<file path="config.mk">
export PLATFORM = sky130hd
export DESIGN_NAME = clkdiv_bank
export DESIGN_NICKNAME = d
export VERILOG_FILES = /design/src/rtl/clkdiv_bank.sv
export SDC_FILE = /design/constraint.sdc
export NUM_CORES = 1
export LEC_CHECK = 0
export CAP_MARGIN = 10
export CORE_ASPECT_RATIO = 2
export CORE_UTILIZATION = 43
export DETAILED_ROUTE_END_ITERATION = 8
export PLACE_DENSITY_LB_ADDON = 0.12
export SLEW_MARGIN = 10
export SYNTH_ARGS = -nofsm -noshare
export SYNTH_HDL_FRONTEND = slang
export SYNTH_SLANG_ARGS = --single-unit
export TNS_END_PERCENT = 100
</file>
<file path="constraint.sdc">
create_clock -name clk -period 4.84 [get_ports clk]
set_input_delay 1.21 -clock clk [delete_from_list [all_inputs] [get_ports clk]]
set_output_delay 1.21 -clock clk [all_outputs]
set_load 0.005 [all_outputs]
</file>
<file path="src/rtl/clkdiv_bank.sv">
// clkdiv_bank: a bank of NUM_CH 50%-duty clock dividers with
// glitch-free reconfiguration and a common phase-align pulse.
//
// Parameters:
//   NUM_CH   - number of divider channels (1..16)
//   CNT_W    - width of each half-period count
//   DEF_HALF - half-period loaded into every channel at reset
//
// Ports:
//   clk          - single clock, rising edge
//   rst          - synchronous active-high reset
//   ch_en        - per-channel run enable
//   sync_restart - one-cycle pulse, phase-aligns all channels
//   cfg_valid    - configuration write request
//   cfg_ready    - configuration write may be accepted
//   cfg_ch       - target channel of the write
//   cfg_half     - new half-period value H
//   div_out      - divided clocks, period 2*(H+1)
//   div_tick     - one-cycle pulse on each div_out rise
module clkdiv_bank #(
  parameter int NUM_CH   = 4,
  parameter int CNT_W    = 8,
  parameter int DEF_HALF = 0
) (
  input  logic              clk,
  input  logic              rst,
  input  logic [NUM_CH-1:0] ch_en,
  input  logic              sync_restart,
  input  logic              cfg_valid,
  output logic              cfg_ready,
  input  logic [3:0]        cfg_ch,
  input  logic [CNT_W-1:0]  cfg_half,
  output logic [NUM_CH-1:0] div_out,
  output logic [NUM_CH-1:0] div_tick
);

  localparam logic [CNT_W-1:0] DEF_H =
    CNT_W'(DEF_HALF);

  // Per-channel state.
  logic [CNT_W-1:0]  half_q [NUM_CH];
  logic [CNT_W-1:0]  cnt_q  [NUM_CH];
  logic [NUM_CH-1:0] out_q;
  logic [NUM_CH-1:0] tick_q;

  // Single-entry pending update.
  logic              pend_q;
  logic [3:0]        pend_ch_q;
  logic [CNT_W-1:0]  pend_half_q;

  logic              cfg_take;
  logic              cfg_hit;
  logic [NUM_CH-1:0] wrap;
  logic [NUM_CH-1:0] apply;

  // A restart edge must not also accept a write, so the
  // handshake is closed combinationally during the pulse.
  assign cfg_ready = ~pend_q & ~sync_restart;
  assign cfg_take  = cfg_valid & cfg_ready;
  assign cfg_hit   = 32'(cfg_ch) < NUM_CH;

  assign div_out  = out_q;
  assign div_tick = tick_q;

  // The >= compare (not ==) keeps a channel from ever
  // running past a half-period that shrank under it.
  always_comb begin
    wrap  = '0;
    apply = '0;
    for (int c = 0; c < NUM_CH; c++) begin
      wrap[c] = ch_en[c] &
                (cnt_q[c] >= half_q[c]);
      apply[c] = pend_q &
                 (pend_ch_q == 4'(c)) &
                 (sync_restart | ~ch_en[c] |
                  wrap[c]);
    end
  end

  // Pending slot: filled by an in-range accepted write,
  // emptied the edge its value lands in half_q.
  always_ff @(posedge clk) begin
    if (rst) begin
      pend_q      <= 1'b0;
      pend_ch_q   <= '0;
      pend_half_q <= '0;
    end else if (|apply) begin
      pend_q <= 1'b0;
    end else if (cfg_take && cfg_hit) begin
      pend_q      <= 1'b1;
      pend_ch_q   <= cfg_ch;
      pend_half_q <= cfg_half;
    end
  end

  // Channel counters. The toggle that applies a new H was
  // decided by the old H; the new value governs the next
  // half-period only.
  always_ff @(posedge clk) begin
    if (rst) begin
      for (int c = 0; c < NUM_CH; c++) begin
        half_q[c] <= DEF_H;
        cnt_q[c]  <= '0;
      end
      out_q  <= '0;
      tick_q <= '0;
    end else begin
      for (int c = 0; c < NUM_CH; c++) begin
        if (apply[c])
          half_q[c] <= pend_half_q;
        if (sync_restart || !ch_en[c]) begin
          cnt_q[c]  <= '0;
          out_q[c]  <= 1'b0;
          tick_q[c] <= 1'b0;
        end else if (wrap[c]) begin
          cnt_q[c]  <= '0;
          out_q[c]  <= ~out_q[c];
          tick_q[c] <= ~out_q[c];
        end else begin
          cnt_q[c]  <= cnt_q[c] + CNT_W'(1);
          tick_q[c] <= 1'b0;
        end
      end
    end
  end

endmodule

</file>
; ---- Word-level counts from Yosys, hierarchy flattened
; Memory sizes are Yosys's and may differ from the RTL's.
; Index checks and enable logic that the tools add are counted.
[word_totals]
regBits = 21
ram_bits = 64
inputBits = 20
output_inout_bits = 9
word_cells = 173
mem_count = 2
[memory_table]
columns = memory, words, width, rd, rd_ports_with_merged_regs, wr, line_no
row1 = cnt_q, 4, 8, 4, 0, 4, 42  ; logic [CNT_W-1:0] cnt_q [NUM_CH];
row2 = half_q, 4, 8, 4, 0, 4, 41  ; logic [CNT_W-1:0] half_q [NUM_CH];
[op_classes]
add_sub_neg = 4
n_lt_le_gt_ge = 5
n_eq_ne = 3
mux = 74
bitwise_logic = 53
n_reduce_logical = 21
[ops]
columns = operator, count
row1 = two-way mux 8 bit, 16
row2 = two-way mux 1 bit, 58
row3 = adder 8 x 1 -> 8 bit (second input constant), 4
row4 = greater-or-equal comparator 8 bit, 4
row5 = OR 1 bit, 24
row6 = inverter 1 bit, 15
row7 = AND 1 bit, 14
row8 = OR reduction 3 bit, 4
row9 = equality test 4 x 2 -> 1 bit (second input constant), 2
row10 = OR reduction 2 bit, 4
row11 = OR reduction 5 bit, 1
row12 = equality test 4 x 1 -> 1 bit (second input constant), 1
row13 = zero test 1 bit, 4
row14 = zero test 4 bit, 1
row15 = logical OR 1 bit, 4
row16 = < comparator 4 x 3 -> 1 bit (second input constant), 1
row17 = OR reduction 4 bit, 1
row18 = AND reduction 2 bit, 1
row19 = logical AND 1 bit, 1

; ---- Longest topological paths before layout
; Gate-level depths: netlist of the first run.
[depth]
ltp_word = 8
depth_mapped = 8
mapped_depth_nobuf = 8

; ---- Least setup slack after synthesis of the first run
; No wires, ideal clock.
[synth_timing]
path_kind = input port to flip-flop
startpoint = in sync_restart
endpoint = mem half_q[3][0], enable pin
setup_time_ns = 0.387
arrival_ns = 2.180
required_time_ns = 4.453
path_slack_ns = 2.274
stages = 3
path_buffers = 0
cell_sequence = inv_1 and3_1 o31ai_1
[synth_rtl]
columns = item, line_no
row1 = from (decl), 28  ; input logic sync_restart,
row2 = to (decl), 41

; ---- Worst setup path in the final report of the first run
[layout_timing]
startpoint = in sync_restart
endpoint = out cfg_ready
[layout_via]
elab_chain_cells = 2
[layout_lines]
columns = item, line_no
row1 = inverter 1 bit, 58  ; assign cfg_ready = ~pend_q & ~sync_restart;
row2 = AND 1 bit, 58
row3 = to (decl), 30  ; output logic cfg_ready,
; No other way between the ends.

==> run_results.csv, run 1 <==
group,metric,value,unit
status,outcome,"finished, final reports clean",
global_routing,overflow,0,
routing,vias_per_cell,4.927,
global_routing,grt_antenna_before_repair,0,
yosys,synth_edf_count,64,
yosys,syn_area,4407,sq um
routing,drc,0,
clocking,cts_made_buffers,9,
layout,final_util,0.5283,
yosys,netlist.area_leader.share,0.4361,
yosys,synth-simple-area-share,0.1837,
routing,route.vias.total,2961,
floorplanning,start_util,0.4398,
clocking,cts.path.max_buffers,2,
setup_path,critPathMaxFanout,4,
yosys,synth_commonest_cells,"64 x edfxtp_1, 62 x nor2_1, 41 x inv_1, 36 x ha_1, 24 x and2_1",
routing,wire_per_inst,13.64,um
placement,place_hpwl,6.426,mm
floorplanning,pin_count,29,
yosys,synth_flop_cell,"edfxtp_1",
global_routing,grt_pass1_wl,13.62,mm
setup_path,end_kind,"output port",
layout,areaGrowthSynthToFinish,20.13,%
layout,nets,517,
power_and_ir_drop,peakVddDrop,0.0002341,V
floorplanning,die_area,10680,sq um
yosys,synth_top_family_by_area,"simple AND/OR/NAND/NOR gates",
floorplanning,core,10020,sq um
timing,relSlewSlack,0.2278,
timing,max_freq,281.3,MHz
timing,setup_tns,0,ns
yosys,synth_compound_area_frac,0.06388,
timing,fin_worst_skew,0.01175,ns
clocking,path_clk_slew,0.05,ns
placement,gp_congestion,0.7495,
yosys,yosysUniqueCellTypes,42,
floorplanning,die_w,73.58,um
setup_path,worstPathArrival,2.34,ns
layout,n_antenna_cell,0,
routing,totalWireLength,8.200,mm
clocking,cts_setup_buffers,0,
clocking,cts.htree.levels,3,
clocking,ctsResizeCount,0,
routing,drtPass1Iterations,4,
worst_hold_path,min_path_type,"reg -> reg",
timing,rsz0062_at_grt,"false",
placement,port_buffers,28,
global_routing,grt_max_degree,18,
yosys,syn-mean-instance-area,11.16,sq um
yosys,synth_seq_area_share,0.5315,
clocking,cts.sinks,85,
yosys,postSynthCellCount,395,
timing,finalCritPeriodShare,0.7344,
floorplanning,rows,52,
timing,maxSlewViolCount,0,
power_and_ir_drop,power.leakage,2.109,nW
yosys,yosysTopAreaCell,"edfxtp_1",
setup_path,cp_data_required_time,3.63,ns
yosys,synth_xor_area_frac,0.05565,
timing,finalHoldViolCount,0,
clocking,cts-root-buf,"clkbuf_16",
global_routing,grt_pass1_vias,2991,
yosys,yosysMostFrequentCell,"edfxtp_1",
yosys,synth-seq-cells,85,
yosys,synth_warnings,0,
yosys,synthArstFlopShare,0,
run,drv_cap,0,
setup_path,setup.worst_path.class,"in -> out",
routing,postRouteAntennaNets,0,
clocking,cts_tree,"done",
timing,worst_slew_pin_slew,1.149,ns
floorplanning,die_h,145.2,um
clocking,clk-insertion-delay-late,0.34,ns
timing,setup_viol,0,
power_and_ir_drop,p_per_area,320.4,nW/um^2
clocking,postCtsHoldBufs,0,
yosys,ys_top_cells_by_area,"edfxtp_1 44%, ha_1 10%, dfxtp_1 9.5%",
timing,finalCriticalPeriod,3.555,ns
routing,drt_iter0_drc,86,
yosys,synth_fa_ha_area_frac,0.1022,
yosys,synthMuxAreaShare,0.02271,
global_routing,grtUsageTotal,0.1708,
layout,drive_above_1_share,0.07296,
setup_path,cp-start-kind,"primary input",
[flip-flops by register name, summed over array words and instances (netlist names)]
register	cells
half_q	32
cnt_q	32
pend_q	1
pend_half_q	8
div_tick	4
div_out	4
pend_ch_q	4
[path summary, 6_finish.rpt]
| kind | from | end | slack [ns] | cells after the start |
|---|---|---|---|---|
| setup reg to reg | cnt_q[0][2] | half_q[0][6] | 1.92 | 6 |
| hold reg to reg | div_out[0] | div_tick[0] | 0.47 | 1 |
| hold / removal | div_out[0] | div_tick[0] | 0.47 | 1 |
| setup / recovery | sync_restart | cfg_ready | 1.29 | 3 |
[cells by family (layout without fill, tap and decap cells)]
kind of cell,after synthesis,count (layout)
simple gates,160,160
flops,85,85
buf+inv,46,86
fa+ha+maj,36,36
compound gates,29,29
xor+xnor,28,28
mux,10,10
other cells,1,32
[cell type report]
cell class | count | area, sq um
clock inverters | 4 | 72.57
inverters | 41 | 153.9
clock buffers | 12 | 246.5
fillers | 963 | 4726
multi-input cells | 295 | 2022
repair buffers | 29 | 287.8
flip-flops and latches | 85 | 2342
well taps | 135 | 168.9
[through the flow]
stage | cells | worst slack [ns] | cell area [sq um] | hold slack [ns] | total power [mW]
2_1_floorplan | 426 | 2.274 | 4523 | 0.4574 | 0.9311
5_1_grt | 601 | 1.246 | 5294 | 0.4978 | 1.760
3_5_place_dp | 585 | 1.275 | 4975 | 0.4675 | 0.9848
3_3_place_gp | 585 | 1.295 | 4975 | 0.4592 | 0.9796
6_report | 601 | 1.285 | 5294 | 0.4696 | 1.696
4_1_cts | 601 | 1.276 | 5294 | 0.4743 | 1.714
[critical path, cell delays in order]
cell and delay [ns]:
clkdlybuf4s50_1 0.46, nor2_1 0.15, clkdlybuf4s50_1 0.52
[report_power, final]
part           internal, mW  switching [mW]
sequential            0.811          0.0233
clock                 0.465           0.263
combinational        0.0620          0.0718
total                  1.34           0.358
[placed cells by master, fill, tap and decap left out, types with 6 or more instances in the layout]
cell	count
xor2_1	22
clkbuf_16	9
ha_1	36
and3_2	8
and2_1	24
conb_1	32
edfxtp_1	64
nand3_1	22
nand2_1	15
dfxtp_1	21
nor3_1	7
inv_1	41
o21ai_0	7
and3_1	6
clkdlybuf4s50_1	28
nor2_1	62
xnor2_1	6
mux2i_1	10
[layer usage]
metal / up-vias / track usage / part of all wire
li1: 1477 / - / -
met1: 1437 / 0.1682 / 0.36
met2: 33 / 0.3266 / 0.59
met3: 14 / 0.03472 / 0.020
met4: 0 / 0.06923 / 0.024
met5: - / 0 / 0
No activity file was read; power rests on OpenSTA's default activity.
==> inputs of run 2 (changes only) <==
==> constraint.sdc (replaced) <==
create_clock -name clk -period 3.5 [get_ports clk]
set_input_delay 0.875 -clock clk [delete_from_list [all_inputs] [get_ports clk]]
set_output_delay 0.875 -clock clk [all_outputs]
set_load 0.005 [all_outputs]
==> run 2 against run 1 <==
Effect of this change:
- critical path depth is the same
- register-to-register slack got worse by 1.3 ns
- wire length grew 1.8%
- sequential share of layout area is essentially flat
- global-route usage up 0.14 points
- clock power increased by 31%
- hold slack worse by 0.0042 ns
- clock skew is 0.00057 ns lower
- core utilization about the same
- critical path type unchanged
- largest power group unchanged
- highest routed layer unchanged
==> run_results.csv, run 2 (same netlist as run 1, synthesis figures left out) <==
group,metric,value,unit
global_routing,grt_pass1_wl,13.76,mm
placement,place_hpwl,6.518,mm
worst_hold_path,min_path_type,"reg -> reg",
routing,route.vias.total,2936,
run,drv_cap,0,
layout,n_antenna_cell,0,
clocking,path_clk_slew,0.06,ns
timing,max_freq,345.4,MHz
power_and_ir_drop,internal-power,1.802,mW
power_and_ir_drop,p_per_area,433.1,nW/um^2
timing,setup_tns,0,ns
setup_path,setup.worst_path.class,"in -> out",
floorplanning,pin_count,29,
clocking,cts_made_buffers,9,
setup_path,critPathCapture,"cfg_ready",
power_and_ir_drop,p_switching,0.4913,mW
clocking,cts-root-buf,"clkbuf_16",
floorplanning,core,10020,sq um
global_routing,grtUsageTotal,0.1722,
power_and_ir_drop,swShare,0.2142,
power_and_ir_drop,peakVddDrop,0.0002591,V
global_routing,grt_antenna_before_repair,0,
routing,vias_per_cell,4.861,
setup_path,r2r-start,"cnt_q[3][2]",
layout,areaGrowthSynthToFinish,20.16,%
routing,drtPass1Iterations,4,
timing,maxSlewViolCount,0,
global_routing,grt_max_degree,14,
worst_hold_path,worstHoldStart,"div_out[0]",
floorplanning,rows,52,
layout,fillCellCount,975,
clocking,clk-insertion-delay-late,0.34,ns
setup_path,critPathMaxFanout,4,
placement,gp_congestion,0.7529,
routing,postRouteAntennaNets,0,
power_and_ir_drop,power.leakage,2.115,nW
layout,largest_registers,"cnt_q: 32 flops, half_q: 32 flops, pend_half_q: 8 flops",
layout,instances_no_fill,604,
timing,setup_viol,0,
power_and_ir_drop,comb_power_share,0.082,
routing,drc,0,
clocking,cts_setup_buffers,0,
power_and_ir_drop,seq_power_share,0.503,
floorplanning,die_area,10680,sq um
clocking,cts.htree.levels,3,
setup_path,end_kind,"output port",
clocking,cts.path.max_buffers,2,
placement,port_buffers,28,
setup_path,cp_data_required_time,2.62,ns
global_routing,overflow,0,
clocking,cts_tree,"done",
routing,wire_per_inst,13.82,um
timing,finalCriticalPeriod,2.895,ns
status,outcome,"finished, final reports clean",
setup_path,crit_path_start,"sync_restart",
layout,nets,520,
setup_path,r2r_slack,0.65,ns
setup_path,worstPathArrival,2.02,ns
timing,relSlewSlack,0.2595,
timing,finalHoldViolCount,0,
routing,totalWireLength,8.350,mm
timing,finalCritPeriodShare,0.8271,
global_routing,grt_pass1_vias,3088,
clocking,cts.sinks,85,
clocking,ctsResizeCount,0,
timing,fin_worst_skew,0.01119,ns
power_and_ir_drop,clkPwrFrac,0.415,
floorplanning,die_h,145.2,um
floorplanning,die_w,73.58,um
routing,drt_iter0_drc,80,
layout,drive_above_1_share,0.07463,
power_and_ir_drop,totalPowerFinal,2.294,mW
floorplanning,start_util,0.4398,
clocking,postCtsHoldBufs,0,
placement,dp.cells,588,
setup_path,cp-start-kind,"primary input",
setup_path,r2r_end,"half_q[3][2]",
setup_path,r2r_cells,6,
timing,worst_slew_pin_slew,1.099,ns
layout,layout_commonest_cell,"edfxtp_1",
timing,rsz0062_at_grt,"false",
layout,layout_common_cells,"64 x edfxtp_1, 62 x nor2_1, 41 x inv_1",
-- run 2: worst min-delay path by stage --
stage | cells past startpoint | endpoint | slack, ns
after floorplan | 1 | pend_ch_q[2] | 0.46
after global placement | 1 | div_tick[0] | 0.45
after detailed placement | 1 | div_tick[0] | 0.47
after CTS | 1 | div_tick[0] | 0.48
after global routing | 1 | pend_ch_q[2] | 0.49
final | 1 | div_tick[0] | 0.47
-- run 2: routing by layer --
layer  vias up  GRT usage  part of all wire
met5         -          0                 0
met4         0    0.09423             0.028
met3        17    0.02778             0.015
met2        29     0.3216              0.58
met1      1410     0.1705              0.38
li1       1480          -                 -
-- run 2: stage by stage --
step	area, sq um	setup WS [ns]	hold WS (ns)	utilization
2_1_floorplan	4523	1.013	0.4574	-
3_3_place_gp	4997	0.5027	0.4506	0.4988
3_5_place_dp	4997	0.4052	0.4689	0.4988
4_1_cts	5295	0.5958	0.4757	0.5285
5_1_grt	5295	0.3768	0.4876	0.5285
6_report	5295	0.6052	0.4654	0.5285
-- run 2: layout make-up --
type                            count  area (sq um)  area share
Clock inverter                      1         30.03    0.005671
Sequential cell                    85          2342      0.4423
Multi-Input combinational cell    295          2022      0.3819
Inverter                           41         153.9     0.02906
Timing Repair Buffer               32         310.3     0.05860
Tap cell                          135         168.9     0.03190
Clock buffer                       15         267.8     0.05057
-- run 2: critical path, stage by stage --
cell,delay (ns)
clkdlybuf4s50_1,0.47
nor2_1,0.16
clkdlybuf4s50_1,0.52
-- run 2: power groups by stage --
stage	combinational [mW]	clock (mW)	sequential [mW]
after floorplan	0.124	0	1.16
after global placement	0.182	0	1.18
after detailed placement	0.188	0	1.18
after CTS	0.190	0.969	1.15
after global routing	0.215	1.00	1.16
final	0.188	0.952	1.15
==> inputs of run 3 (changes only) <==
==> constraint.sdc (replaced) <==
create_clock -name clk -period 2.6 [get_ports clk]
set_input_delay 0.65 -clock clk [delete_from_list [all_inputs] [get_ports clk]]
set_output_delay 0.65 -clock clk [all_outputs]
set_load 0.005 [all_outputs]
==> run 3 against run 2 <==
Effect of this change:
- clock power up 43%
- hold slack better by 0.0049 ns
- setup slack lost 0.55 ns
- combinational power up 50%
- sequential share of layout area shrank 1.3 points
- critical endpoint unchanged
- largest power group unchanged
==> run_results.csv, run 3 (same netlist as run 1, synthesis figures left out) <==
group,metric,value,unit
power_and_ir_drop,comb_power_share,0.088,
floorplanning,start_util,0.4398,
timing,finalHoldViolCount,0,
setup_path,critPathMaxFanout,4,
routing,drc,0,
clocking,cts.path.max_buffers,2,
layout,fillCellCount,969,
timing,setup_viol,0,
clocking,cts_made_buffers,9,
power_and_ir_drop,swShare,0.2162,
placement,gp_congestion,0.7423,
setup_path,cp_data_required_time,1.95,ns
timing,maxSlewViolCount,0,
setup_path,end_kind,"output port",
layout,layout_commonest_cell,"edfxtp_1",
setup_path,setup.worst_path.class,"in -> out",
timing,relSlewSlack,0.6160,
clocking,postCtsHoldBufs,0,
floorplanning,core,10020,sq um
timing,worst_slew_pin_slew,0.5716,ns
layout,n_antenna_cell,0,
routing,postRouteAntennaNets,0,
clocking,clk-insertion-delay-late,0.34,ns
status,outcome,"finished, final reports clean",
clocking,cts_tree,"done",
power_and_ir_drop,power.leakage,2.211,nW
setup_path,cpMaxStageDelayCell,"clkdlybuf4s50_1",
timing,worst_slack,0.05513,ns
timing,finalCritPeriodShare,0.9788,
placement,port_buffers,28,
clocking,path_clk_slew,0.06,ns
layout,layout_common_cells,"64 x edfxtp_1, 61 x nor2_1, 41 x inv_1",
layout,areaGrowthSynthToFinish,23.76,%
timing,max_freq,392.9,MHz
timing,rsz0062_at_grt,"false",
timing,setup_tns,0,ns
setup_path,worstPathArrival,1.89,ns
clocking,cts.htree.levels,3,
worst_hold_path,min_path_type,"reg -> reg",
setup_path,cp_num_buf_inv,2,
floorplanning,rows,52,
setup_path,crit_family,"buffers and inverters",
routing,drtPass1Iterations,5,
global_routing,grt_pass1_vias,3113,
routing,route.vias.total,3002,
timing,finalCriticalPeriod,2.545,ns
clocking,cts.sinks,85,
setup_path,r2r_slack,0.18,ns
power_and_ir_drop,seq_power_share,0.486,
setup_path,path_cells,"clkdlybuf4s50_1, nor2_1, clkdlybuf4s50_1",
routing,wire_per_inst,13.86,um
global_routing,grt_antenna_before_repair,0,
global_routing,overflow,0,
placement,place_hpwl,6.708,mm
power_and_ir_drop,p_per_area,584.4,nW/um^2
routing,totalWireLength,8.591,mm
timing,fin_worst_skew,0.005952,ns
setup_path,cp-start-kind,"primary input",
floorplanning,die_h,145.2,um
placement,pre_cts_slack,0.05155,ns
setup_path,critPathMaxStageDelay,0.53,ns
power_and_ir_drop,peakVddDrop,0.0004278,V
layout,drive_above_1_share,0.1175,
floorplanning,die_area,10680,sq um
setup_path,cp_common_cell,"clkdlybuf4s50_1",
run,drv_cap,0,
power_and_ir_drop,clkPwrFrac,0.426,
clocking,cts-root-buf,"clkbuf_16",
routing,drt_iter0_drc,69,
layout,nets,536,
routing,vias_per_cell,4.842,
global_routing,grt_pass1_wl,14.17,mm
global_routing,grtUsageTotal,0.1791,
floorplanning,pin_count,29,
global_routing,grt_max_degree,14,
power_and_ir_drop,internal-power,2.498,mW
layout,largest_registers,"cnt_q: 32 flops, half_q: 32 flops, pend_half_q: 8 flops",
floorplanning,die_w,73.58,um
power_and_ir_drop,p_switching,0.6892,mW
run 3: final timing paths:
check	from	end	depth (start not counted)
max	sync_restart	cfg_ready	3
min	div_out[2]	div_tick[2]	1
max reg2reg	half_q[2][0]	half_q[2][4]	7
min reg2reg	div_out[2]	div_tick[2]	1
run 3: per-stage QoR:
step / power (mW) / hold WS (ns) / area, sq um / cells / utilization
after floorplan: 1.733 / 0.4574 / 4523 / 426 / -
after global routing: 3.306 / 0.4846 / 5454 / 620 / 0.5443
final: 3.187 / 0.4702 / 5454 / 620 / 0.5443
after CTS: 3.215 / 0.4758 / 5431 / 619 / 0.5421
after global placement: 1.849 / 0.4515 / 5110 / 603 / 0.5100
after detailed placement: 1.859 / 0.4619 / 5110 / 603 / 0.5100
run 3: final cells by class:
cell class,instances,area (sq um),share of cell area
Inverter,41,153.9,0.02822
Tap cell,135,168.9,0.03097
Clock inverter,3,40.04,0.007341
Sequential cell,85,2342,0.4295
Clock buffer,13,281.5,0.05162
Multi-Input combinational cell,295,2037,0.3735
Timing Repair Buffer,48,430.4,0.07892
run 3: layer usage:
metal	global-route usage	vias up	wire length, um
li1	-	1516	-
met1	0.1775	1430	3143
met2	0.3353	39	4997
met3	0.03403	17	202
met4	0.08846	0	248
met5	0	-	0
run 3: what timing repair did:
action	CTS	global route
endpoints found under the setup margin	0	33
gates resized for setup	0	4
buffers inserted	0	1
run 3: power by group through the flow:
stage	logic, mW	clock network (mW)	registers [mW]
3_5_place_dp	0.280	0	1.58
3_3_place_gp	0.271	0	1.58
6_report	0.282	1.36	1.55
2_1_floorplan	0.167	0	1.57
5_1_grt	0.318	1.43	1.56
4_1_cts	0.282	1.38	1.55
